===== src/rtl/lane_load_gather.sv =====
// rtl/lane_load_gather.sv - gathers lane-serial load responses into one vector register writeback
//
// Collects per-lane load responses (one lane per cycle, any order) into a full
// NUM_LANES-wide vector. Once every lane named in the request mask has returned,
// it issues a single writeback to the vector register file.
//
// Optional feature macro: LOAD_GATHER_TIMEOUT_EN
//   defined   : a watchdog retires a stalled gather after TIMEOUT_CYCLES idle
//               COLLECT cycles. Only the lanes received so far are marked valid.
//   undefined : no watchdog is built, err_timeout is tied to 0, and COLLECT
//               waits indefinitely.
//
// Ports:
//   clk, rst                    clock; synchronous active-high reset
//   start_valid/ready           gather request handshake
//   start_mask, start_rd        lanes expected to return data; destination register
//   resp_valid/ready            lane response handshake (ready only in COLLECT)
//   resp_lane, resp_data        lane index and load data of the response
//   wb_valid/ready              register file writeback handshake
//   wb_rd, wb_mask, wb_data     writeback register, valid lanes, packed lane data
//                               (lane i at [i*DATA_WIDTH +: DATA_WIDTH])
//   busy                        high whenever not IDLE
//   err_unexp                   1-cycle pulse: response for a non-pending lane
//   err_timeout                 1-cycle pulse: watchdog retired the gather

module lane_load_gather #(
    parameter int NUM_LANES      = 4,
    parameter int DATA_WIDTH     = 32,
    parameter int REG_IDX_W      = 5,
    parameter int TIMEOUT_CYCLES = 255,
    localparam int LANE_W        = $clog2(NUM_LANES)
) (
    input  logic                            clk,
    input  logic                            rst,
    input  logic                            start_valid,
    output logic                            start_ready,
    input  logic [NUM_LANES-1:0]            start_mask,
    input  logic [REG_IDX_W-1:0]            start_rd,
    input  logic                            resp_valid,
    output logic                            resp_ready,
    input  logic [LANE_W-1:0]               resp_lane,
    input  logic [DATA_WIDTH-1:0]           resp_data,
    output logic                            wb_valid,
    input  logic                            wb_ready,
    output logic [REG_IDX_W-1:0]            wb_rd,
    output logic [NUM_LANES-1:0]            wb_mask,
    output logic [NUM_LANES*DATA_WIDTH-1:0] wb_data,
    output logic                            busy,
    output logic                            err_unexp,
    output logic                            err_timeout
);

    // Elaboration-time parameter sanity checks.
    if ((NUM_LANES < 2) || ((NUM_LANES & (NUM_LANES - 1)) != 0)) begin : g_bad_lanes
        $error("lane_load_gather: NUM_LANES must be a power of 2 and >= 2");
    end
    if (TIMEOUT_CYCLES < 1) begin : g_bad_timeout
        $error("lane_load_gather: TIMEOUT_CYCLES must be >= 1");
    end

    typedef enum logic [1:0] {
        ST_IDLE      = 2'd0,
        ST_COLLECT   = 2'd1,
        ST_WRITEBACK = 2'd2
    } state_e;

    state_e                  state_q, state_d;
    logic [NUM_LANES-1:0]    pending_q, pending_d;
    logic [NUM_LANES-1:0]    mask_q, mask_d;
    logic [REG_IDX_W-1:0]    rd_q, rd_d;
    logic [DATA_WIDTH-1:0]   data_q [NUM_LANES];
    logic [DATA_WIDTH-1:0]   data_d [NUM_LANES];
    logic                    err_unexp_q, err_unexp_d;
    logic [NUM_LANES-1:0]    lane_oh;
    logic                    lane_hit;

`ifdef LOAD_GATHER_TIMEOUT_EN
    localparam int CNT_W = $clog2(TIMEOUT_CYCLES + 1);
    logic [CNT_W-1:0]        cnt_q, cnt_d;
    logic                    err_timeout_q, err_timeout_d;
`endif

    // One-hot of the responding lane, and whether that lane is still owed.
    always_comb begin
        lane_oh            = '0;
        lane_oh[resp_lane] = 1'b1;
        lane_hit           = |(pending_q & lane_oh);
    end

    always_comb begin
        state_d     = state_q;
        pending_d   = pending_q;
        mask_d      = mask_q;
        rd_d        = rd_q;
        data_d      = data_q;
        err_unexp_d = 1'b0;
`ifdef LOAD_GATHER_TIMEOUT_EN
        cnt_d         = cnt_q;
        err_timeout_d = 1'b0;
`endif
        case (state_q)
            ST_IDLE: begin
                if (start_valid) begin
                    pending_d = start_mask;
                    mask_d    = start_mask;
                    rd_d      = start_rd;
                    for (int i = 0; i < NUM_LANES; i++) begin
                        data_d[i] = '0;
                    end
`ifdef LOAD_GATHER_TIMEOUT_EN
                    cnt_d = '0;
`endif
                    // An empty mask has nothing to collect: retire immediately.
                    state_d = (start_mask == '0) ? ST_WRITEBACK : ST_COLLECT;
                end
            end
            ST_COLLECT: begin
                if (resp_valid) begin
                    if (lane_hit) begin
                        data_d[resp_lane]    = resp_data;
                        pending_d[resp_lane] = 1'b0;
                        if ((pending_q & ~lane_oh) == '0) begin
                            state_d = ST_WRITEBACK;
                        end
                    end else begin
                        // Duplicate or unmasked lane: consumed, data dropped.
                        err_unexp_d = 1'b1;
                    end
`ifdef LOAD_GATHER_TIMEOUT_EN
                    // Any consumed response counts as progress, so a response
                    // arriving on the timeout cycle always wins.
                    cnt_d = '0;
                end else if (cnt_q == CNT_W'(TIMEOUT_CYCLES - 1)) begin
                    state_d       = ST_WRITEBACK;
                    mask_d        = mask_q & ~pending_q;
                    err_timeout_d = 1'b1;
                end else begin
                    cnt_d = cnt_q + CNT_W'(1);
`endif
                end
            end
            ST_WRITEBACK: begin
                if (wb_ready) begin
                    state_d = ST_IDLE;
                end
            end
            default: begin
                state_d = ST_IDLE;
            end
        endcase
    end

    always_ff @(posedge clk) begin
        if (rst) begin
            state_q     <= ST_IDLE;
            pending_q   <= '0;
            mask_q      <= '0;
            rd_q        <= '0;
            err_unexp_q <= 1'b0;
            for (int i = 0; i < NUM_LANES; i++) begin
                data_q[i] <= '0;
            end
`ifdef LOAD_GATHER_TIMEOUT_EN
            cnt_q         <= '0;
            err_timeout_q <= 1'b0;
`endif
        end else begin
            state_q     <= state_d;
            pending_q   <= pending_d;
            mask_q      <= mask_d;
            rd_q        <= rd_d;
            err_unexp_q <= err_unexp_d;
            for (int i = 0; i < NUM_LANES; i++) begin
                data_q[i] <= data_d[i];
            end
`ifdef LOAD_GATHER_TIMEOUT_EN
            cnt_q         <= cnt_d;
            err_timeout_q <= err_timeout_d;
`endif
        end
    end

    assign start_ready = (state_q == ST_IDLE);
    assign resp_ready  = (state_q == ST_COLLECT);
    assign wb_valid    = (state_q == ST_WRITEBACK);
    assign busy        = (state_q != ST_IDLE);
    assign err_unexp   = err_unexp_q;

`ifdef LOAD_GATHER_TIMEOUT_EN
    assign err_timeout = err_timeout_q;
`else
    assign err_timeout = 1'b0;
`endif

    // Writeback fields are held in registers, so they stay stable under
    // backpressure. They are gated to 0 when no writeback is offered.
    assign wb_rd   = wb_valid ? rd_q : '0;
    assign wb_mask = wb_valid ? mask_q : '0;

    for (genvar g = 0; g < NUM_LANES; g++) begin : g_pack
        assign wb_data[g*DATA_WIDTH +: DATA_WIDTH] = wb_valid ? data_q[g] : '0;
    end

endmodule


===== config.mk =====
export PLATFORM = sky130hd
export DESIGN_NAME = lane_load_gather
export DESIGN_NICKNAME = d
export VERILOG_FILES = /design/src/rtl/lane_load_gather.sv
export SDC_FILE = /design/constraint.sdc
export NUM_CORES = 1
export LEC_CHECK = 0
export ABC_AREA = 1
export BUFFER_PORTS_ARGS = -buffer_cell sky130_fd_sc_hd__buf_2
export CAP_MARGIN = 20
export CELL_PAD_IN_SITES_DETAIL_PLACEMENT = 0
export CELL_PAD_IN_SITES_GLOBAL_PLACEMENT = 1
export CORE_UTILIZATION = 23
export DETAILED_ROUTE_END_ITERATION = 8
export GPL_ROUTABILITY_DRIVEN = 0
export PLACE_DENSITY = 0.52
export SLEW_MARGIN = 25
export SYNTH_ARGS = -nofsm -noshare
export SYNTH_HDL_FRONTEND = slang
export SYNTH_SLANG_ARGS = --single-unit
export TNS_END_PERCENT = 10

===== constraint.sdc =====
create_clock -name clk -period 3 [get_ports clk]
set_input_delay 0.3 -clock clk [delete_from_list [all_inputs] [get_ports clk]]
set_output_delay 0.3 -clock clk [all_outputs]
set_load 0.1 [all_outputs]

# Word-level counts from Yosys, hierarchy flattened
# Cells that the tools add are included.
dict set report word_totals {
  register_bits 144
  word_cells 65
  out_inout_bits 143
}
dict set report classes {
  order_cmp 4
  n_reduce_logical 12
  n_bitwise 6
  muxes 27
  n_eq_ne 7
}
# op count
set ops {}
lappend ops {{$mux W128} 3}
lappend ops {{$pmux W128 S2} 1}
lappend ops {{$mux W32} 5}
lappend ops {{$bwmux W128} 1}
lappend ops {{$demux W32 S2} 1}
lappend ops {{$mux W4} 4}
lappend ops {{$mux W2} 6}
lappend ops {{$and A4 B4 Y4} 2}
lappend ops {{$logic_not A4 Y1} 2}
lappend ops {{$pmux W4 S2} 1}
lappend ops {{$ne A2 B1 Y1 const B} 3}
lappend ops {{$pmux W2 S3} 1}
lappend ops {{$mux W5} 1}
lappend ops {{$reduce_and A5 Y1} 1}
lappend ops {{$ne A2 B2 Y1 const B} 2}
lappend ops {{$not A4 Y4} 1}
lappend ops {{$reduce_and A4 Y1} 1}
lappend ops {{$reduce_bool A2 Y1} 2}
lappend ops {{$reduce_or A4 Y1} 1}
lappend ops {{$ge A3 B3 Y1 const B} 1}
lappend ops {{$lt A2 B3 Y1 const B} 1}
lappend ops {{$lt A3 B1 Y1 const B} 1}
lappend ops {{$not A2 Y3} 1}
lappend ops {{$reduce_or A3 Y1} 1}
lappend ops {{9 further kinds} 12}

# Longest topological paths before layout
dict set report logic_depth {
  word_depth 11
  depth_mapped 9
  mapped_depth_nobuf 8
}

# Worst setup path before layout
# Ideal clock, no wire load.
dict set report synth_timing {
  path_kind {reg-to-output}
  start {register state_q[1]}
  end {output port wb_data[107]}
  path_buffers 2
  setup_slack_ns -0.951
  required_time_ns 2.700
  stages_incl_launch_ff 7
  t_arrival_ns 3.651
  cell_sequence {dfxtp_1 -> inv_1 -> nor2_1 -> inv_1 -> clkbuf_1 -> buf_1 -> nor2_1}
}
dict set report synth_between {
  elab_chain_len 2
}
# element line_no
set synth_lines {}
lappend synth_lines {{start, declared} 67} ;# state_e state_q, state_d;
lappend synth_lines {{start signal, assigned} 168} ;# state_q <= state_d;
lappend synth_lines {{$eq A2 B2 Y1} 185} ;# assign wb_valid = (state_q == ST_WRITEBACK);
lappend synth_lines {{named net wb_valid} 43} ;# output logic wb_valid,
lappend synth_lines {{$mux W32} 201} ;# assign wb_data[g*DATA_WIDTH +: DATA_WIDTH] = wb_valid ? data_q[g] : '0;
lappend synth_lines {{end, declared} 47} ;# output logic [NUM_LANES*DATA_WIDTH-1:0] wb_data,
# The timed path passes the listed nets, and every way through them passes these cells.

# Worst setup path in the final report
dict set report layout_timing {
  start {register state_q[1]}
  end {output port wb_data[51]}
}
dict set report layout_between {
  elab_chain_len 2
}
# element line_no
set layout_lines {}
lappend layout_lines {{$eq A2 B2 Y1} 185}
lappend layout_lines {{$mux W32} 201}
# Every way passes these cells.

==> impl_results.md <==
- Layout cell share with drive strength beyond 1: 0.2060
- Flops & latches, synth: ~140
- Vias/cell: approximately 4.5
- Outcome: finished clean
- Routed Antenna Nets: 0
- Critical path launch point type: flop
- Avg Inst Size Synth: 6.568 um2
- Ant diodes: 0
- Final TNS setup: 0 ps
- Part of the power in registers: 0.355
- Routed wl met2: approximately 12 mm
- RSZ-0062 raised after global routing: no
- Net Sw Power: about 2.1 mW
- Worst-path clk slew: around 60 ps
- Worst relative slew slack: 0.4086
- Initial core utilization: 0.2338
- Post-CTS Hold Buffers: 0
- Area contributors post-synth: dfxtp_1, nand4_1, a21oi_1
- Setup violators final: 0
- Worst setup EP type: output pin
- WP data arrival: 2230 ps
- Peak supply drop: roughly 0.00032 V
- Post-CTS setup buffer count: 0
- CP peak stage delay: 440 ps
- Post-Layout Cell Count: about 1600
- Total GRT Usage: 0.1687
- Slowest CP cell: buf_2
- M1 WL: approximately 13 mm
- Clock Power Share: 0.392
- Gate Count Post-Synth: between 1000 and 1500
- Hold Fails Final Rpt: 0
- Met3 wire len: about 870 um
- Maximum clock path buffer count: 2
- Net count after synthesis: 1106
- WP buf/inv: 4
- Clk_skew: 13.10 ps
- Biggest area consumer among synthesized cells: dfxtp_1
- Clock Latency Late Sink: roughly 420 ps
- Vias in the first global route: ~7000
- Synth-to-layout area growth: 26.61%
- TritonCTS Buffers: 17
- GRT overflow: 0
- Worst-path fanout max: 57
- Max H-tree Level: 4
- Worst-path cell chain: inv_1 -> nor2_2 -> inv_4 -> buf_12 -> nor2_1 -> buf_2
- PortBufs: 189
- Distinct cells, synth: 22
- Worst-margin pin slew: 887.0 ps
- Max Cap Viol: 0
- First-pass DRT Iterations: 5
- Post-Place Cells: 1567
- Power density cells: around 650 nW/um2
- Detailed Route Iter0 Violations: 563
- Routed WL: 26.09 mm
- Cell family with most CP delay: buffers and inverters
- Fillcell total: 3374
- Mapped cell area: 6949 um2
- Die Span Y: approximately 180 um
- Fmax: between 0.3 and 0.4 GHz
- Row Count: 63
- Net switching share of the total power: 0.3705
- Yosys Warn Count: 0
- Clock Sink Count: ~140
- Cts repair resizes: 0
- Avg WL per Cell: ~16 um
- Root Driver: clkbuf_16
- HP Class: in -> reg
- Drt drc: 0
- Combinational share of power: 0.253
- Fin Hold WS: 171.3 ps
- Die span in x: between 150 and 200 um
- Initial antenna violation count: 0
- Top cell type's share of synthesized area: 0.4148
- First-pass GRT wire length: 40.52 mm
- CTS tree: yes
- Pleak: between 3 and 4 nW
- Internal power: roughly 3.6 mW
- Sequential fraction of the synthesis area: 0.4148
- Die area: 30910 um2
- Critical setup path kind: reg -> out
- Final net count: about 1200
- Via count: a little over 7000
- Min Clock Period, post-route: between 2000 and 3000 ps
- Slew Limit Fails: 0
- Largest net degree at the start of global routing: 105
- IO Pins: between 150 and 200
- CP Data Required Time: roughly 2700 ps
- DP Wirelength: around 17 mm
- Top routing layer in use: met4
- Core Area: roughly 30000 um2
- Final cycle utilization of the critical path: 0.8430
-- metrics by stage --
| stage | utilization | power [mW] | setup slack [ps] | area (um2) |
|---|---|---|---|---|
| 2_1_floorplan | - | 3.100 | -432.0 | 6952 |
| 3_3_place_gp | 0.2753 | 3.560 | 857.0 | 8182 |
| 3_5_place_dp | 0.2753 | 3.554 | 810.1 | 8182 |
| 4_1_cts | 0.2961 | 5.843 | 425.7 | 8798 |
| 5_1_grt | 0.2961 | 6.039 | 293.0 | 8798 |
| 6_report | 0.2961 | 5.741 | 471.1 | 8798 |
-- final timing paths --
| kind | start | end | slack (ps) | cells past startpoint |
|---|---|---|---|---|
| max | state_q[1] | wb_data[51] | 470 | 6 |
| min | resp_valid | err_unexp | 170 | 3 |
| max reg2reg | state_q[1] | data_q[4] | 840 | 8 |
| min reg2reg | mask_q[3] | mask_q[3] | 450 | 2 |
-- power by group through the flow --
stage	clock [mW]	combinational, mW	sequential, mW
floorplan	0	1.02	2.08
finish	2.25	1.45	2.04
CTS	2.33	1.47	2.04
global placement	0	1.48	2.08
global route	2.42	1.57	2.05
detailed placement	0	1.47	2.08
-- cell usage after synthesis (all sizes together) --
cell and instances:
a41oi 1, inv 186, or2 1, a21oi 144, nand2 159, clkbuf 57, nand3 9, conb 1
buf 32, nand4 133, nor3 1, nor2 177, o21ai 13, dfxtp 144
-- registers in the layout (all words and copies together) (netlist names) --
signal / cells
err_unexp: 1
state_q: 2
data_q: 128
rd_q: 5
mask_q: 4
pending_q: 4
-- cells by family (layout without fill, tap and decap cells) --
kind of cell | count (synthesis) | in the layout | synth area share
AND/OR/NAND/NOR | 480 | 480 | 0.3108
buffers and inverters | 275 | 426 | 0.1579
AO/OA/AOI/OAI | 158 | 158 | 0.1160
flip-flops | 144 | 144 | 0.4148
other | 1 | 1 | 0.0005396
-- placed cells by master (no fill, tap or decap), types with 2 or more instances in the layout --
master / n
inv_1: 184
o21ai_0: 12
buf_2: 188
nor2_2: 2
clkinv_4: 3
clkinv_2: 2
bufinv_16: 3
a21oi_1: 143
nand3_1: 9
clkbuf_16: 17
nand2_1: 157
buf_12: 3
dfxtp_1: 144
nor2_1: 174
nand4_1: 133
buf_4: 17
inv_6: 5
-- cell type report --
class / instances / area [um2] / share of cell area
sequential: 144 / 2883 / 0.3276
clock buffer: 18 / 439.2 / 0.04991
tap: 390 / 488.0 / 0.05546
timing repair buffer: 208 / 1129 / 0.1283
inverter: 186 / 700.7 / 0.07964
multi-input combinational: 639 / 2982 / 0.3389
clock inverter: 14 / 177.7 / 0.02019
-- worst register-to-register path: stages, from the launching register on --
cell and delay (ps):
dfxtp_1 400, inv_1 100, nand2_2 80, inv_1 180, nand2_1 190, nand4_1 530
buf_4 420, nand2_1 80, a21oi_1 60
-- metal layers --
layer	track usage	vias to the layer above
met5	0	-
met4	0.03659	0
met3	0.02944	8
met2	0.2653	158
met1	0.2386	3332
li1	-	3655
(Power assumes the default switching activity.)
